--- config.mk ---
export PLATFORM = sky130hd
export DESIGN_NAME = threshold_sequencer
export DESIGN_NICKNAME = d
export VERILOG_FILES = /design/src/rtl/threshold_sequencer.sv
export SDC_FILE = /design/constraint.sdc
export NUM_CORES = 1
export LEC_CHECK = 0
export ABC_AREA = 1
export ABC_CLOCK_PERIOD_IN_PS = 3650
export CAP_MARGIN = 20
export CORE_MARGIN = 2
export CORE_UTILIZATION = 51
export CTS_CLUSTER_DIAMETER = 80
export DETAILED_ROUTE_END_ITERATION = 8
export GPL_ROUTABILITY_DRIVEN = 0
export PLACE_DENSITY = 0.83
export SLEW_MARGIN = 10
export SYNTH_ARGS = -nofsm -noshare
export SYNTH_HDL_FRONTEND = slang
export SYNTH_SLANG_ARGS = --single-unit
--- constraint.sdc ---
create_clock -name clk -period 3.65 [get_ports clk]
set_clock_uncertainty 0.05 [all_clocks]
set_input_delay 0.365 -clock clk [delete_from_list [all_inputs] [get_ports clk]]
set_output_delay 0.365 -clock clk [all_outputs]
set_load 0.1 [all_outputs]
--- src/rtl/threshold_sequencer.sv ---
// Threshold sequencer: counts up to a configurable threshold, repeating for a
// configurable number of match periods per run, then pulses done for one cycle.
// Configuration is accepted only while idle; stop aborts a run without done.
module threshold_sequencer #(
    parameter logic [3:0] DEFAULT_THRESHOLD = 4'b1010,
    parameter logic [3:0] DEFAULT_PERIODS   = 4'd1
) (
    input  logic       clk,
    input  logic       reset,
    input  logic       cfg_valid,
    input  logic [3:0] cfg_threshold,
    input  logic [3:0] cfg_periods,
    output logic       cfg_ready,
    input  logic       start,
    input  logic       stop,
    output logic [3:0] count,
    output logic       match,
    output logic       busy,
    output logic [3:0] periods_left,
    output logic       done
);

    typedef enum logic [1:0] {
        ST_IDLE = 2'd0,
        ST_RUN  = 2'd1,
        ST_DONE = 2'd2
    } state_t;

    // A run always has at least one period, so a zero request becomes one.
    function automatic logic [3:0] clamp_periods(input logic [3:0] p);
        if (p == 4'd0) begin
            clamp_periods = 4'd1;
        end else begin
            clamp_periods = p;
        end
    endfunction

    state_t     state_q, state_d;
    logic [3:0] count_q, count_d;
    logic [3:0] periods_left_q, periods_left_d;
    logic [3:0] thr_q, thr_d;
    logic [3:0] per_q, per_d;
    logic       match_s;
    logic       cfg_take_s;

    // Handshake can only complete while idle, since cfg_ready is low elsewhere.
    assign cfg_take_s = cfg_valid && (state_q == ST_IDLE);

    // State register with asynchronous reset to IDLE.
    always_ff @(posedge clk or posedge reset) begin
        if (reset) begin
            state_q <= ST_IDLE;
        end else begin
            state_q <= state_d;
        end
    end

    // Datapath registers: counter, remaining periods and active configuration.
    always_ff @(posedge clk or posedge reset) begin
        if (reset) begin
            count_q        <= 4'd0;
            periods_left_q <= 4'd0;
            thr_q          <= DEFAULT_THRESHOLD;
            per_q          <= clamp_periods(DEFAULT_PERIODS);
        end else begin
            count_q        <= count_d;
            periods_left_q <= periods_left_d;
            thr_q          <= thr_d;
            per_q          <= per_d;
        end
    end

    // Next-state logic; stop takes priority over a match in the same cycle.
    always_comb begin
        state_d = state_q;
        case (state_q)
            ST_IDLE: begin
                if (start) begin
                    state_d = ST_RUN;
                end else begin
                    state_d = ST_IDLE;
                end
            end
            ST_RUN: begin
                if (stop) begin
                    state_d = ST_IDLE;
                end else if (match_s && (periods_left_q == 4'd1)) begin
                    state_d = ST_DONE;
                end else begin
                    state_d = ST_RUN;
                end
            end
            ST_DONE: begin
                state_d = ST_IDLE;
            end
            default: begin
                state_d = ST_IDLE;
            end
        endcase
    end

    // Datapath next values: config latch, period counting and run bookkeeping.
    always_comb begin
        count_d        = count_q;
        periods_left_d = periods_left_q;
        thr_d          = thr_q;
        per_d          = per_q;
        if (cfg_take_s) begin
            thr_d = cfg_threshold;
            per_d = clamp_periods(cfg_periods);
        end else begin
            thr_d = thr_q;
            per_d = per_q;
        end
        case (state_q)
            ST_IDLE: begin
                count_d = 4'd0;
                if (start) begin
                    // Use freshly latched values when config and start coincide.
                    periods_left_d = per_d;
                end else begin
                    periods_left_d = 4'd0;
                end
            end
            ST_RUN: begin
                if (stop) begin
                    count_d        = 4'd0;
                    periods_left_d = 4'd0;
                end else if (match_s) begin
                    count_d        = 4'd0;
                    periods_left_d = periods_left_q - 4'd1;
                end else begin
                    count_d        = count_q + 4'd1;
                    periods_left_d = periods_left_q;
                end
            end
            ST_DONE: begin
                count_d        = 4'd0;
                periods_left_d = 4'd0;
            end
            default: begin
                count_d        = 4'd0;
                periods_left_d = 4'd0;
            end
        endcase
    end

    // Output decode from the current state and counter.
    always_comb begin
        cfg_ready = 1'b0;
        busy      = 1'b0;
        done      = 1'b0;
        match_s   = 1'b0;
        case (state_q)
            ST_IDLE: begin
                cfg_ready = 1'b1;
            end
            ST_RUN: begin
                busy    = 1'b1;
                match_s = (count_q == thr_q);
            end
            ST_DONE: begin
                done = 1'b1;
            end
            default: begin
                cfg_ready = 1'b0;
            end
        endcase
    end

    assign match        = match_s;
    assign count        = count_q;
    assign periods_left = periods_left_q;

endmodule

==> impl_metrics.py, run 1 <==
metrics = {
    "sta": {
        "hold_slack_ns": 0.414,
        "setup_viol": 0,
        "period_share_pct": 68.0,
        "final-hold-violation-count": 0,
        "min_period_ns": 2.48,
        "max_slew_margin_pct": 34.6,
        "rsz0062_at_grt": "no",
        "finalMaxSlewViolations": 0,
        "tns_ns": 0,
        "fmax_mhz": 403,
        "worst_pin_slew_ns": 0.978,
    },
    "clock_tree": {
        "ctsResizeCount": 0,
        "numCtsBuffers": 3,
        "tritoncts": "built",
        "cts_sinks": 18,
        "cts_hold_buf": 0,
        "post_cts.repair.setup_buffers": 0,
        "clkTransAtPathRegs_ns": 0.10,
        "cts_buffer_depth": 2,
        "clkLatencyLatePin_ns": 0.29,
        "cts_root_buf": "clkbuf_4",
        "h-tree-depth": 1,
    },
    "placement": {
        "port_buffers": 24,
        "hpwl_mm": 1.46,
        "postPlaceCellArea_mm2": 0.00124,
        "dpl.cell_count": 174,
    },
    "critical_path": {
        "worstSetupStartpointType": "register",
        "critical_path_required_ns": 3.23,
        "cp_max_fo": 4,
        "arrival_ns": 2.07,
        "end_kind": "output port",
        "path_cells": "nor2_1 -> clkdlybuf4s50_1",
        "crit_slowest_cell": "clkdlybuf4s50_1",
        "slowest_delay_ns": 1.16,
        "path_class": "register to output port",
    },
    "logic_synthesis": {
        "async_flop_share_pct": 100,
        "synth_top_cell_by_area": "dfrtp_1",
        "synth_enable_flop_cells": 0,
        "synth_top_area_share_pct": 38.5,
        "synth-seq-cells": 18,
        "synth_area_leaders": "dfrtp_1 38%, nand2_1 16%, dfstp_2 8.1%",
        "yosysSeqAreaShare_pct": 46.5,
        "synthAdderAreaFrac_pct": 3.85,
        "synth_top_family_by_area": "simple AND/OR/NAND/NOR gates",
        "synth-simple-area-share_pct": 34.5,
        "yosysMostFrequentCell": "nand2_1",
        "yosysWarnings": 0,
        "syn-num-nets": 141,
        "synthMuxAreaShare_pct": 0,
        "syn_inst": 125,
        "synth_ff_type": "dfrtp_1",
        "ys_top_cells_by_count": "41 x nand2_1, 19 x inv_1, 15 x dfrtp_1, 12 x nor2_1, 10 x nand3_1",
        "syn_area_um2": 976,
        "synth_compound_area_share_pct": 3.85,
        "syn_avg_cell_area_um2": 7.81,
        "synth_xor_area_share_pct": 3.59,
        "synth_cell_types": 21,
    },
    "floorplan": {
        "dieArea_mm2": 0.00228,
        "core_mm2": 0.00176,
        "die-width_um": 47.7,
        "initial_core_util_pct": 55.3,
        "die_height_um": 47.7,
        "num_rows": 15,
        "io_pins": 25,
    },
    "drt": {
        "drt.antenna.violating_nets": 0,
        "drt_drc_violations_left": 0,
        "avgRoutedWirePerCell_um": 11.1,
        "routed_wl_mm": 1.98,
        "first_pass_iters": 4,
        "vias": 844,
        "avgViaCountPerCell": 4.74,
        "first_iter_violations": 12,
    },
    "cells_and_area": {
        "fin_nets": 170,
        "layoutNonFillerInstCount": 178,
        "drive_above_1_share_pct": 10.5,
        "diodes": 0,
        "fillers": 143,
        "seqCellArea_um2": 454,
        "stdcell_area_mm2": 0.00128,
        "synthToLayoutAreaGrowth_pct": 31.3,
        "multi_input_area_um2": 447,
    },
    "global_routing": {
        "grt_pass1_vias": 759,
        "grt_max_degree": 19,
        "globalRouteTotalUtil_pct": 20.0,
        "grt_pass1_wl_mm": 3.10,
        "gr-total-overflow": 0,
        "antenna_found_initial": 0,
    },
    "pwr": {
        "p_leak_nw": 0.647,
        "p_per_area_mw_per_mm2": 663,
        "peakVddDrop_uv": 736,
    },
    "worst_hold_path": {
        "hold_path.class": "input port to async pin",
    },
    "status": {
        "status": "finished, final reports clean",
    },
    "flow_run": {
        "drv_cap": 0,
    },
}
metal layers:
metal	track usage, %	share of wire, %
met5	0	0
met4	10.3	1.6
met3	4.53	4.8
met2	32.0	46
met1	25.1	48
cells by family (layout without fill, tap and decap cells):
group / Yosys count / in the layout
AO/OA/AOI/OAI: 7 / 7
XOR/XNOR: 4 / 4
AND/OR/NAND/NOR: 73 / 73
flip-flops: 18 / 18
adder cells (fa/ha/maj): 3 / 3
buffers and inverters: 20 / 48
worst paths after layout:
path                            start              end  slack (ns)  depth (start not counted)
max                        state_q[1]        cfg_ready        1.17                          2
min                             reset         count[2]        0.41                          2
min reg2reg                  thr_q[3]         thr_q[3]        0.45                          2
min in group clk             thr_q[3]         thr_q[3]        0.45                          2
max reg2reg                state_q[0]  periods_left[0]        2.26                          8
max in group asynchronous       reset       state_q[0]        2.69                          2
power breakdown:
group          internal, mW  total [mW]  leakage [nW]  switching [mW]
Sequential            0.250       0.289         0.226          0.0384
Combinational         0.119       0.437         0.400           0.319
Clock                0.0608       0.124        0.0210          0.0629
Total                 0.430       0.850         0.647           0.420
through the flow:
stage,util [%],power (mW),worst slack [ns]
finish,72.6,0.850,1.17
global route,72.6,0.899,1.06
CTS,72.6,0.856,1.15
detailed placement,70.6,0.727,1.49
global placement,70.6,0.722,1.51
floorplan,-,0.626,1.08
flip-flops by register name (all words and copies together), names as in the netlist:
name and cells:
periods_left 4, per_q 4, state_q 2, thr_q 4, count 4
final cells by class:
| cell class | count | area share, % |
|---|---|---|
| clock buffer | 4 | 2.83 |
| inverter | 20 | 5.86 |
| sequential | 18 | 35.4 |
| timing repair buffer | 24 | 18.6 |
| tap | 25 | 2.44 |
| multi-input combinational | 87 | 34.9 |
cell usage in the layout, fill, tap and decap left out:
| cell | count |
|---|---|
| a21o_1 | 1 |
| and2_1 | 1 |
| buf_4 | 1 |
| clkbuf_4 | 3 |
| clkbuf_8 | 1 |
| clkdlybuf4s50_1 | 23 |
| dfrtp_1 | 15 |
| dfstp_2 | 3 |
| ha_1 | 3 |
| inv_1 | 19 |
| inv_2 | 1 |
| nand2_1 | 41 |
| nand2_2 | 1 |
| nand2_4 | 1 |
| nand3_1 | 10 |
| nand3_4 | 1 |
| nor2_1 | 12 |
| nor2_2 | 2 |
| nor2_4 | 2 |
| nor3_1 | 1 |
| o21ai_0 | 2 |
| o21ai_1 | 4 |
| or2_1 | 1 |
| xnor2_1 | 2 |
| xor2_1 | 2 |
critical path, delay by kind of cell (launching register included):
| family | cells | cell delay [ns] |
|---|---|---|
| and+or+nand+nor | 1 | 0.18 |
| buffers and inverters | 1 | 1.16 |
| DFF | 1 | 0.44 |
(Power assumes the default switching activity.)
==> inputs of run 2 (changes only) <==
ABC_CLOCK_PERIOD_IN_PS = 2000   (was 3650)
CORE_UTILIZATION = 43   (was 51)
PLACE_DENSITY = 0.74   (was 0.83)
clock period = 2 ns   (was 3.65 ns; I/O delays follow)
==> impl_metrics.py, run 2 (same netlist as run 1, synthesis figures left out) <==
metrics = {
    "clock_tree": {
        "post_cts.repair.setup_buffers": 0,
        "tritoncts": "built",
        "cts_hold_buf": 0,
        "clkLatencyLatePin_ns": 0.29,
        "cts_sinks": 18,
        "numCtsBuffers": 3,
        "clkTransAtPathRegs_ns": 0.11,
        "cts_root_buf": "clkbuf_4",
        "h-tree-depth": 1,
        "ctsResizeCount": 0,
        "cts_buffer_depth": 2,
    },
    "global_routing": {
        "grt_pass1_wl_mm": 3.42,
        "grt_pass1_vias": 765,
        "globalRouteTotalUtil_pct": 17.4,
        "gr-total-overflow": 0,
        "grt_max_degree": 19,
        "antenna_found_initial": 0,
    },
    "drt": {
        "drt_drc_violations_left": 0,
        "vias": 824,
        "avgRoutedWirePerCell_um": 10.8,
        "met3WireLength_um": 73,
        "avgViaCountPerCell": 4.55,
        "first_pass_iters": 4,
        "routed_wl_mm": 1.96,
        "top_layer": "met4",
        "drt.antenna.violating_nets": 0,
        "met1Wirelength_um": 927,
        "first_iter_violations": 11,
        "dr_wl_met2_um": 939,
    },
    "sta": {
        "setup_viol": 0,
        "rsz0062_at_grt": "no",
        "worst_pin_slew_ns": 0.667,
        "tns_ns": 0,
        "period_share_pct": 93.7,
        "fmax_mhz": 534,
        "min_period_ns": 1.87,
        "finalMaxSlewViolations": 0,
        "max_slew_margin_pct": 55.5,
        "final-hold-violation-count": 0,
    },
    "floorplan": {
        "core_mm2": 0.00217,
        "num_rows": 17,
        "io_pins": 25,
        "dieArea_mm2": 0.00267,
        "die-width_um": 51.6,
        "initial_core_util_pct": 45.0,
        "die_height_um": 51.6,
    },
    "placement": {
        "postPlaceCellArea_mm2": 0.00129,
        "port_buffers": 24,
        "hpwl_mm": 1.53,
    },
    "pwr": {
        "power_frac_seq_pct": 33.6,
        "p_leak_nw": 0.666,
        "power.switching_mw": 0.775,
        "peakVddDrop_uv": 835,
        "p_int_mw": 0.804,
        "combPwrFrac_pct": 51.9,
        "clkPwrFrac_pct": 14.5,
        "switching_share_pct": 49.1,
        "p_per_area_mw_per_mm2": 1190,
    },
    "critical_path": {
        "critical_path_required_ns": 1.75,
        "critPathBufInv": 3,
        "arrival_ns": 1.62,
        "cp_num_cells": 7,
        "cp_max_fo": 8,
        "worstSetupStartpointType": "register",
        "slowest_delay_ns": 0.44,
        "r2r_start": "state_q[0]",
        "critPathTopFamily": "simple AND/OR/NAND/NOR gates",
        "setup.worst_path.start": "state_q[0]",
        "crit_slowest_cell": "dfrtp_1",
        "path_class": "register to output port",
        "end_kind": "output port",
        "path_cells": "inv_2 -> nor2_4 -> nand2_1 -> nor2_2 -> nand3_4 -> clkinvlp_4 -> buf_12",
        "worst_r2r_path_depth": 8,
    },
    "cells_and_area": {
        "drive_above_1_share_pct": 21.6,
        "stdcell_area_mm2": 0.00132,
        "final_cell_mix": "41 x nand2_1, 18 x inv_1, 12 x clkdlybuf4s50_1, 11 x nor2_1, 11 x dfrtp_1",
        "fillers": 209,
        "fin_nets": 170,
        "diodes": 0,
        "synthToLayoutAreaGrowth_pct": 35.6,
        "layout_commonest_cell": "nand2_1",
    },
    "flow_run": {
        "drv_cap": 0,
    },
    "worst_hold_path": {
        "hold_path.class": "input port to async pin",
    },
    "status": {
        "status": "finished, final reports clean",
    },
}
run 2: power groups by stage:
stage / Clock, mW / Combinational [mW] / Sequential, mW
finish: 0.228 / 0.820 / 0.530
global route: 0.249 / 0.885 / 0.545
CTS: 0.232 / 0.827 / 0.531
detailed placement: 0 / 0.823 / 0.538
global placement: 0 / 0.817 / 0.536
floorplan: 0 / 0.380 / 0.771
run 2: per-layer routing:
layer / up-vias / GRT usage (%)
li1: 432 / -
met1: 374 / 24.3
met2: 14 / 26.9
met3: 4 / 2.87
met4: 0 / 6.58
met5: - / 0
run 2: cell type report:
class / count / area [um2] / share of cell area, %
clock buffers: 4 / 36.3 / 2.74
inverters: 20 / 78.8 / 5.95
multi-input cells: 87 / 454 / 34.3
flip-flops and latches: 18 / 459 / 34.7
well taps: 28 / 35.0 / 2.65
repair buffers: 24 / 260 / 19.7
run 2: path summary, 6_finish.rpt:
kind	end	slack (ns)
setup / recovery	match	0.13
hold / removal	periods_left[2]	0.24
setup reg to reg	periods_left[0]	0.55
hold reg to reg	thr_q[3]	0.44
max in group asynchronous	count[3]	1.20
min in group clk	thr_q[3]	0.36
run 2: metrics by stage:
stage          util [%]  power (mW)  hold WS [ns]  setup WS (ns)  cells
2_1_floorplan         -        1.15        0.0861        -0.0136    125
3_3_place_gp       59.3        1.35         0.422          0.458    177
3_5_place_dp       59.3        1.36         0.422          0.448    177
4_1_cts            61.0        1.59         0.267          0.110    181
5_1_grt            61.0        1.68         0.310         0.0120    181
6_report           61.0        1.58         0.236          0.126    181
==> inputs of run 3 (changes only) <==
GPL_TIMING_DRIVEN = 0   (was default)
==> impl_metrics.py, run 3 (same netlist as run 1, synthesis figures left out) <==
metrics = {
    "sta": {
        "period_share_pct": 95.9,
        "setup_viol": 0,
        "fmax_mhz": 521,
        "finalMaxSlewViolations": 0,
        "tns_ns": 0,
        "rsz0062_at_grt": "no",
        "worst_pin_slew_ns": 0.957,
        "max_slew_margin_pct": 36.5,
        "final-hold-violation-count": 0,
        "min_period_ns": 1.92,
    },
    "status": {
        "status": "finished, final reports clean",
    },
    "placement": {
        "postPlaceCellArea_mm2": 0.00127,
        "hpwl_mm": 1.56,
        "dpl.cell_count": 177,
        "port_buffers": 24,
    },
    "cells_and_area": {
        "fillers": 211,
        "multi_input_area_um2": 454,
        "diodes": 0,
        "fin_nets": 170,
        "seqCellArea_um2": 459,
        "synthToLayoutAreaGrowth_pct": 32.7,
        "layoutNonFillerInstCount": 181,
        "stdcell_area_mm2": 0.00129,
        "final_cell_mix": "41 x nand2_1, 18 x inv_1, 12 x clkdlybuf4s50_1, 11 x nor2_1, 11 x dfrtp_1",
        "drive_above_1_share_pct": 16.3,
        "layout_commonest_cell": "nand2_1",
    },
    "critical_path": {
        "crit_slowest_cell": "dfrtp_1",
        "critPathTopFamily": "buffers and inverters",
        "cp_max_fo": 8,
        "critPathBufInv": 3,
        "worstSetupStartpointType": "register",
        "critical_path_required_ns": 1.75,
        "worst_r2r_path_depth": 8,
        "arrival_ns": 1.67,
        "r2r_start": "state_q[0]",
        "cp_num_cells": 7,
        "path_cells": "inv_2 -> nor2_4 -> nand2_1 -> nor2_2 -> nand3_4 -> clkinvlp_4 -> buf_4",
        "setup.worst_path.start": "state_q[0]",
        "slowest_delay_ns": 0.44,
        "end_kind": "output port",
        "path_class": "register to output port",
    },
    "global_routing": {
        "antenna_found_initial": 0,
        "grt_pass1_vias": 834,
        "globalRouteTotalUtil_pct": 17.2,
        "grt_max_degree": 19,
        "grt_pass1_wl_mm": 3.51,
        "gr-total-overflow": 0,
    },
    "clock_tree": {
        "cts_hold_buf": 0,
        "cts_buffer_depth": 2,
        "cts_root_buf": "clkbuf_4",
        "clkTransAtPathRegs_ns": 0.11,
        "clkLatencyLatePin_ns": 0.30,
        "numCtsBuffers": 3,
        "h-tree-depth": 1,
        "cts_sinks": 18,
        "tritoncts": "built",
    },
    "drt": {
        "first_iter_violations": 12,
        "drt_drc_violations_left": 0,
        "avgRoutedWirePerCell_um": 11.2,
        "avgViaCountPerCell": 4.71,
        "routed_wl_mm": 2.03,
        "first_pass_iters": 5,
        "drt.antenna.violating_nets": 0,
        "vias": 853,
    },
    "flow_run": {
        "drv_cap": 0,
    },
    "floorplan": {
        "core_mm2": 0.00217,
        "num_rows": 17,
        "dieArea_mm2": 0.00267,
        "initial_core_util_pct": 45.0,
        "die-width_um": 51.6,
        "die_height_um": 51.6,
        "io_pins": 25,
    },
    "pwr": {
        "p_per_area_mw_per_mm2": 1180,
        "power.total_mw": 1.53,
        "p_leak_nw": 0.666,
        "peakVddDrop_uv": 960,
    },
    "worst_hold_path": {
        "hold_path.class": "input port to async pin",
    },
}
run 3: cell count changes in the layout (fill, tap and decap cells not counted):
cell             before  now
buf_4                 8    1
dlygate4sd2_1         0    8
buf_12                4    0
clkdlybuf4s15_2       0    3
run 3: worst paths after layout:
kind / end / slack (ns)
min reg2reg: thr_q[3] / 0.45
min: periods_left[3] / 0.24
min in group clk: thr_q[3] / 0.35
max reg2reg: periods_left[0] / 0.55
max in group asynchronous: count[3] / 1.17
max: match / 0.08
run 3: power by group:
| part | internal [mW] | switching (mW) |
|---|---|---|
| Clock | 0.111 | 0.117 |
| Sequential | 0.457 | 0.0730 |
| Combinational | 0.192 | 0.582 |
run 3: stage by stage:
stage,hold slack (ns),worst slack [ns],util [%]
after global placement,0.422,-0.429,58.4
after detailed placement,0.433,-0.429,58.4
final,0.241,0.0819,59.7
after CTS,0.277,0.0715,59.7
after global routing,0.309,0.00514,59.7
after floorplan,0.0861,-0.0136,-
run 3: cell type report:
class,instances,area share [%]
inverter,20,6.09
multi-input combinational,87,35.1
clock buffer,4,2.80
sequential,18,35.5
tap,28,2.71
timing repair buffer,24,17.9
run 3: metal layers:
layer  part of all wire [%]  up-vias  track usage (%)
li1                       -      435                -
met1                     48      394             22.6
met2                     47       20             29.1
met3                    3.8        4             3.45
met4                    1.0        0             4.39
met5                      0        -                0
run 3: what timing repair did:
action | CTS | global route
endpoints found under the hold margin | 0 | 0
buffers inserted | 0 | 0
setup endpoints to repair | 12 | 0
gates resized for setup | 23 | 0
